[src/rtl/player_motion.sv]
// rtl/player_motion.sv - four-player cursor motion with wrap-around and collision
module player_motion #(
   parameter int TICK_CYCLES = 833333,
   parameter int X_MAX       = 159,
   parameter int Y_MAX       = 119
) (
   input  logic        CLOCK_50,
   input  logic        resetn,
   input  logic [4:0]  KEY_PRESSED,
   output logic [17:0] p1,
   output logic [17:0] p2,
   output logic [17:0] p3,
   output logic [17:0] p4,
   output logic        step,
   output logic        game_over
);

   localparam int             CW       = $clog2(TICK_CYCLES);
   localparam logic [CW-1:0]  CNT_LAST = CW'(TICK_CYCLES - 1);
   localparam logic [7:0]     XM       = 8'(X_MAX);
   localparam logic [6:0]     YM       = 7'(Y_MAX);

   localparam logic [1:0] H_UP    = 2'd0;
   localparam logic [1:0] H_DOWN  = 2'd1;
   localparam logic [1:0] H_LEFT  = 2'd2;
   localparam logic [1:0] H_RIGHT = 2'd3;

   // reset values, player 0 in the low slice
   localparam logic [7:0]  RST_HD = {H_LEFT, H_RIGHT, H_LEFT, H_RIGHT};
   localparam logic [31:0] RST_X  = {8'd120, 8'd40, 8'd120, 8'd40};
   localparam logic [27:0] RST_Y  = {7'd90, 7'd90, 7'd30, 7'd30};

   typedef enum logic {RUN, OVER} state_t;

   state_t        state, state_nxt;
   logic [CW-1:0] cnt;
   logic [1:0]    hd   [4];
   logic [1:0]    pend [4];
   logic [7:0]    xpos [4];
   logic [6:0]    ypos [4];
   logic [3:0]    alive;

   logic          tick;
   logic          key_ok;
   logic [3:0]    key_m1;
   logic [3:0]    rev;
   logic [1:0]    hd_nxt [4];
   logic [7:0]    x_nxt  [4];
   logic [6:0]    y_nxt  [4];
   logic [3:0]    hit;
   logic [2:0]    alive_cnt;

   assign tick      = (state == RUN) && (cnt == CNT_LAST);
   assign key_ok    = (state == RUN) && (KEY_PRESSED != 5'd0) && (KEY_PRESSED <= 5'd16);
   assign key_m1    = KEY_PRESSED[3:0] - 4'd1;
   assign alive_cnt = {2'b0, alive[0]} + {2'b0, alive[1]} + {2'b0, alive[2]} + {2'b0, alive[3]};
   assign game_over = (state == OVER);

   assign p1 = {hd[0], alive[0], xpos[0], ypos[0]};
   assign p2 = {hd[1], alive[1], xpos[1], ypos[1]};
   assign p3 = {hd[2], alive[2], xpos[2], ypos[2]};
   assign p4 = {hd[3], alive[3], xpos[3], ypos[3]};

   // resolve the heading each player would take at a tick and its wrapped next cell
   always_comb begin
      for (int i = 0; i < 4; i++) begin
         rev[i]    = (pend[i] == (hd[i] ^ 2'b01));
         hd_nxt[i] = rev[i] ? hd[i] : pend[i];
         x_nxt[i]  = xpos[i];
         y_nxt[i]  = ypos[i];
         if (alive[i]) begin
            case (hd_nxt[i])
               H_UP:    y_nxt[i] = (ypos[i] == 7'd0) ? YM : ypos[i] - 7'd1;
               H_DOWN:  y_nxt[i] = (ypos[i] == YM) ? 7'd0 : ypos[i] + 7'd1;
               H_LEFT:  x_nxt[i] = (xpos[i] == 8'd0) ? XM : xpos[i] - 8'd1;
               default: x_nxt[i] = (xpos[i] == XM) ? 8'd0 : xpos[i] + 8'd1;
            endcase
         end
      end
   end

   // any pair of live players landing on the same cell kills both
   always_comb begin
      hit = 4'b0;
      for (int i = 0; i < 3; i++) begin
         for (int j = i + 1; j < 4; j++) begin
            if (alive[i] && alive[j] && (x_nxt[i] == x_nxt[j]) && (y_nxt[i] == y_nxt[j])) begin
               hit[i] = 1'b1;
               hit[j] = 1'b1;
            end
         end
      end
   end

   // game ends once the step that leaves at most one player alive is visible
   always_comb begin
      state_nxt = state;
      if ((state == RUN) && step && (alive_cnt <= 3'd1)) state_nxt = OVER;
   end

   // state register
   always_ff @(posedge CLOCK_50) begin
      if (!resetn) state <= RUN;
      else         state <= state_nxt;
   end

   // tick counter, player registers and pending headings
   always_ff @(posedge CLOCK_50) begin
      if (!resetn) begin
         cnt   <= '0;
         step  <= 1'b0;
         alive <= 4'hF;
         for (int i = 0; i < 4; i++) begin
            hd[i]   <= RST_HD[i*2 +: 2];
            pend[i] <= RST_HD[i*2 +: 2];
            xpos[i] <= RST_X[i*8 +: 8];
            ypos[i] <= RST_Y[i*7 +: 7];
         end
      end else begin
         step <= tick;
         if (state == RUN) cnt <= (cnt == CNT_LAST) ? '0 : cnt + 1'b1;
         if (tick) begin
            for (int i = 0; i < 4; i++) begin
               if (alive[i]) begin
                  hd[i]    <= hd_nxt[i];
                  xpos[i]  <= x_nxt[i];
                  ypos[i]  <= y_nxt[i];
                  alive[i] <= !hit[i];
                  if (rev[i]) pend[i] <= hd[i];
               end
            end
         end
         // a key in the tick cycle overrides the reversal reload and is used next tick
         if (key_ok) pend[key_m1[3:2]] <= key_m1[1:0];
      end
   end

endmodule

[config.mk]
export PLATFORM = sky130hd
export DESIGN_NAME = player_motion
export DESIGN_NICKNAME = d
export VERILOG_FILES = /design/src/rtl/player_motion.sv
export SDC_FILE = /design/constraint.sdc
export NUM_CORES = 1
export LEC_CHECK = 0
export ABC_AREA = 1
export CAP_MARGIN = 20
export CORE_UTILIZATION = 55
export CTS_CLUSTER_SIZE = 16
export DETAILED_ROUTE_END_ITERATION = 10
export GPL_TIMING_DRIVEN = 0
export PLACE_DENSITY = 0.74
export SYNTH_ARGS = -nofsm -noshare
export SYNTH_HDL_FRONTEND = slang
export SYNTH_SLANG_ARGS = --single-unit
[constraint.sdc]
create_clock -name CLOCK_50 -period 5.1 [get_ports CLOCK_50]
set_input_delay 1.02 -clock CLOCK_50 [delete_from_list [all_inputs] [get_ports CLOCK_50]]
set_output_delay 1.02 -clock CLOCK_50 [all_outputs]
set_load 0.05 [all_outputs]
# Word level (Yosys, flattened, before mapping)
# Memory sizes are Yosys's and may differ from the RTL's.
# Index checks and enable logic that the tools add are counted.
[totals] output_inout_bits=74 word_cells=235 n_memories=4 ff_bits=26 in_bits=7 ramBits=76
[classes] n_bitwise=21 reduce_logical=44 n_eq_ne=33 mux=106 n_addsub=21 n_lt_le_gt_ge=2
[mem_list] name="xpos" depth=4 width=8 read_ports=4 rd_clocked_by_memory_dff=0 wr=4 line="39" text="logic [7:0] xpos [4];"
[mem_list] name="ypos" depth=4 width=7 read_ports=4 rd_clocked_by_memory_dff=0 wr=4 line="40" text="logic [6:0] ypos [4];"
[mem_list] name="hd" depth=4 width=2 read_ports=4 rd_clocked_by_memory_dff=0 wr=4 line="37" text="logic [1:0] hd [4];"
[mem_list] name="pend" depth=4 width=2 read_ports=4 rd_clocked_by_memory_dff=0 wr=5 line="38" text="logic [1:0] pend [4];"
[ops] operator="$mux W8" count=16
[ops] operator="$mux W7" count=16
[ops] operator="$pmux W8 S2" count=4
[ops] operator="$pmux W7 S2" count=4
[ops] operator="$mux W1" count=50
[ops] operator="$eq A8 B8 Y1" count=6
[ops] operator="$eq A7 B7 Y1" count=6
[ops] operator="$add A8 B1 Y8 const B" count=4
[ops] operator="$eq A8 B8 Y1 const B" count=4
[ops] operator="$logic_not A8 Y1" count=4
[ops] operator="$sub A8 B1 Y8 const B" count=4
[ops] operator="$mux W2" count=15
[ops] operator="$add A7 B1 Y7 const B" count=4
[ops] operator="$eq A7 B7 Y1 const B" count=4
[ops] operator="$logic_not A7 Y1" count=4
[ops] operator="$sub A7 B1 Y7 const B" count=4
[ops] operator="$logic_and A1 B1 Y1" count=23
[ops] operator="$add A20 B1 Y20 const B" count=1
[ops] operator="$eq A20 B20 Y1 const B" count=1
[ops] operator="$mux W20" count=1
[ops] operator="$or A1 B1 Y1" count=16
[ops] operator="$eq A2 B1 Y1 const B" count=4
[ops] operator="$eq A2 B2 Y1" count=4
[ops] operator="$eq A2 B2 Y1 const B" count=4
[ops] operator="11 further kinds" count=24

# Logic depth before layout (Yosys ltp)
[depth] word_depth=15 depth_mapped=20 mapped_depth_nobuf=19

# Least setup slack after synthesis
# No wires, ideal clock.
[synth_timing] path_type="input port to flip-flop" start="input port resetn" end="memory hd[1][0] (netlist: hd[0][2]) (enable)" arrival_time_ns=2.283 stages=4 n_path_buf=1 slack_ns=2.426 cell_sequence="inv_1 -> clkbuf_1 -> nor2_1 -> nor2_1"
[synth_rtl] item="start, declared" line="8" text="input logic resetn,"
[synth_rtl] item="end, declared" line="37"

==> summary.md <==
| Metric | Value |
|---|---|
| PnR worst setup slack | `1820 ps` |
| NumNets Final | `1922` |
| Mean Syn Cell Area | `5.83 sq um` |
| Worst VDD drop | `0.165 mV` |
| Area delta synth->final | `13.7%` |
| Reg2Reg Depth | `9` |
| Max-Cap Viols | `0` |
| Post-Synth XOR/XNOR Area | `3.09%` |
| Num Clock Sinks | `102` |
| Starting Density | `56.1%` |
| Worst hold path type | `reg -> reg` |
| CP Data Required Time | `5100 ps` |
| Share of layout cells above drive strength 1 | `6.11%` |
| Post-CTS sizing | `0` |
| Slew @ Worst Pin | `1040 ps` |
| CP bufs+invs | `3` |
| Via count | `12200` |
| DR pass1 iterations | `6` |
| Crit path capture type | `flop` |
| DRC | `0` |
| Compound-Gate Fraction of Synth Area | `7.55%` |
| Unrepaired setup endpoints after global routing | `false` |
| Fin. Hold Viols | `0` |
| CTS Buffer Depth | `2` |
| Post-synthesis async set-or-reset flop share | `0%` |
| Mux cell area share after synthesis | `0%` |
| Worst-path clk slew | `80 ps` |
| Worst Hold Launch | `cnt[0]` |
| Grt ovf | `0` |
| Standard-cell row count | `50` |
| Post-synthesis simple-gate area fraction | `49.9%` |
| Synthesized area | `10500 sq um` |
| Relative slew margins | `30.6%` |
| Post-DRT Antenna Nets | `0` |
| Diode count | `0` |
| Vias/cell | `5.71` |
| Placeable Area | `18700 sq um` |
| Synth Flop Type | `edfxtp_1` |
| Top cell type's share of synthesized area | `23.1%` |
| Main combinational cell family by area after synthesis | `simple AND/OR/NAND/NOR gates` |
| Fin crit period | `3280 ps` |
| Reg-to-reg critical path endpoint | `ypos[3][4]` |
| Number of synthesized flops with an enable pin | `76` |
| Worst-Skew Late Latency | `370 ps` |
| Final wirelength | `35900 um` |
| Setup Viol. Count Final | `0` |
| IO Pins | `81` |
| Largest net degree at the start of global routing | `23` |
| Synth top area cells | `nand2_1, edfxtp_1, nand3_1` |
| TritonCTS buffer count | `9` |
| CTS hold repair buffers | `0` |
| Slew Viols, Final | `0` |
| Critical path startpoint category | `primary input` |
| Vias in the first global route | `10700` |
| Cell count of the worst hold path | `2` |
| Total Neg Setup Slack | `0 ps` |
| Leak | `0.00583 uW` |
| Critical Path Fanout Max | `17` |
| Setup WS pre-CTS | `1500 ps` |
| Crit path from | `resetn` |
| Critical Path AT | `3280 ps` |
| Register bit total from synthesis | `102` |
| Critical path's slowest cell | `nor2_2` |
| Wire per inst | `16.8 um` |
| Clock root buffer master | `clkbuf_16` |
| Synth Instances | `1800` |
| Yosys warning total | `0` |
| Post-DP HPWL | `28200 um` |
| Final critical-path share of the clock period | `64.4%` |
| Antenna violations before repair | `0` |
| Worst R2R Setup Slack | `2110 ps` |
| CP max stage delay | `840 ps` |
| GRT Util Overall | `36.9%` |
| CP top delay family | `buffers and inverters` |
| Crit Path Category | `in -> reg` |
| CTS tree | `built` |
| Critical path, cell by cell | `clkdlybuf4s50_1 -> inv_1 -> clkbuf_1 -> nor2_1 -> nor2_2` |
| Initial DRC Count | `1054` |
| Status | `complete, no violations` |
| Netlist cell types | `42` |
| Die span in y | `140 um` |
| # port buffers | `80` |
| Cell taking the most area after synthesis | `nand2_1` |
| Adder and majority gate portion of the synthesized area | `2.81%` |
| Post-CTS Setup Bufs | `0` |
| Reg2reg start | `cnt[15]` |
| Die W | `140 um` |
| Sequential fraction of the synthesis area | `26.7%` |
| FMAX | `305 MHz` |
| Top-count cell post-synth | `nand2_1` |
| Hold path endpoint | `cnt[0]` |
| RePlAce Congestion | `1.01` |
| Skew final | `9.50 ps` |
| H-tree depth | `3` |
| Die area | `19600 sq um` |
| Post-synth top cells | `nand2_1, nor2_1, inv_1, nand3_1, edfxtp_1` |
| Syn_nets | `1830` |
| Global-route wire length before repair | `56600 um` |
| Pwr dens | `171 nW/um^2` |
[per-stage QoR]
stage	cells	area [sq um]	hold slack [ps]	util [%]	total power (uW)
floorplan	1800	10500	443	-	1180
global placement	2114	11600	463	61.9	1280
detailed placement	2115	11600	476	62.1	1280
CTS	2131	11900	489	63.8	2030
global route	2131	11900	517	63.8	2100
finish	2131	11900	484	63.8	2040
[logic make-up (layout without fill, tap and decap cells)]
group / count (synthesis) / in the layout
AOI/OAI and AO/OA: 145 / 145
xor gates and xnor gates: 37 / 37
adders and majority gates: 23 / 23
buffers and inverters: 267 / 364
DFF: 102 / 102
and+or+nand+nor: 1226 / 1226
[report_power, final]
group          switching, uW  internal, uW
clock network            401           361
logic                    253           103
registers               17.9           902
[cell usage in the layout (no fill, tap or decap), drive strengths merged, types with 4 or more instances in the layout]
cell type,instances
edfxtp,76
clkbuf,23
nand3b,4
xnor2,21
dfxtp,26
nor4,6
nand2,666
a31oi,7
clkdlybuf4s50,80
nor2,283
ha,22
clkinv,4
xor2,16
o21bai,5
a21oi,66
o21ai,57
inv,229
nand3,210
nor3,18
buf,28
nand4,33
[cell type report]
| cell class | count | area [sq um] |
|---|---|---|
| plain buffers | 41 | 190 |
| clock buffers | 9 | 225 |
| clock inverters | 7 | 93.8 |
| fillers | 1841 | 6780 |
| inverters | 226 | 851 |
| multi-input cells | 1431 | 6660 |
| flip-flops and latches | 102 | 2800 |
| well taps | 234 | 293 |
| repair buffers | 81 | 816 |
[per-layer routing]
| layer | routed length [um] | vias up | track usage [%] |
|---|---|---|---|
| li1 | - | 5943 | - |
| met1 | 15000 | 5520 | 49.7 |
| met2 | 16300 | 644 | 59.8 |
| met3 | 3590 | 71 | 5.95 |
| met4 | 987 | 0 | 12.8 |
| met5 | 0 | - | 0 |
[flip-flops by register name, summed over array words and instances (netlist names)]
register / cells
alive: 4
cnt: 20
game_over: 1
hd: 8
pend: 8
step: 1
xpos: 32
ypos: 28
[how the worst max path moves through the flow]
stage / end / slack [ps] / cells after the start
2_1_floorplan: hd[0][2] / 2430 / 4
3_3_place_gp: ypos[2][4] / 1100 / 5
3_5_place_dp: ypos[3][4] / 1500 / 5
4_1_cts: xpos[3][1] / 1900 / 5
5_1_grt: xpos[3][1] / 1730 / 5
6_report: ypos[3][4] / 1820 / 5
[tightest hold or removal path, cell delays in order, from the launching register on]
cell and delay (ps):
dfxtp_1 330, nand2_1 60, a21oi_1 50
Note: power is estimated with default switching activity, not from simulation.
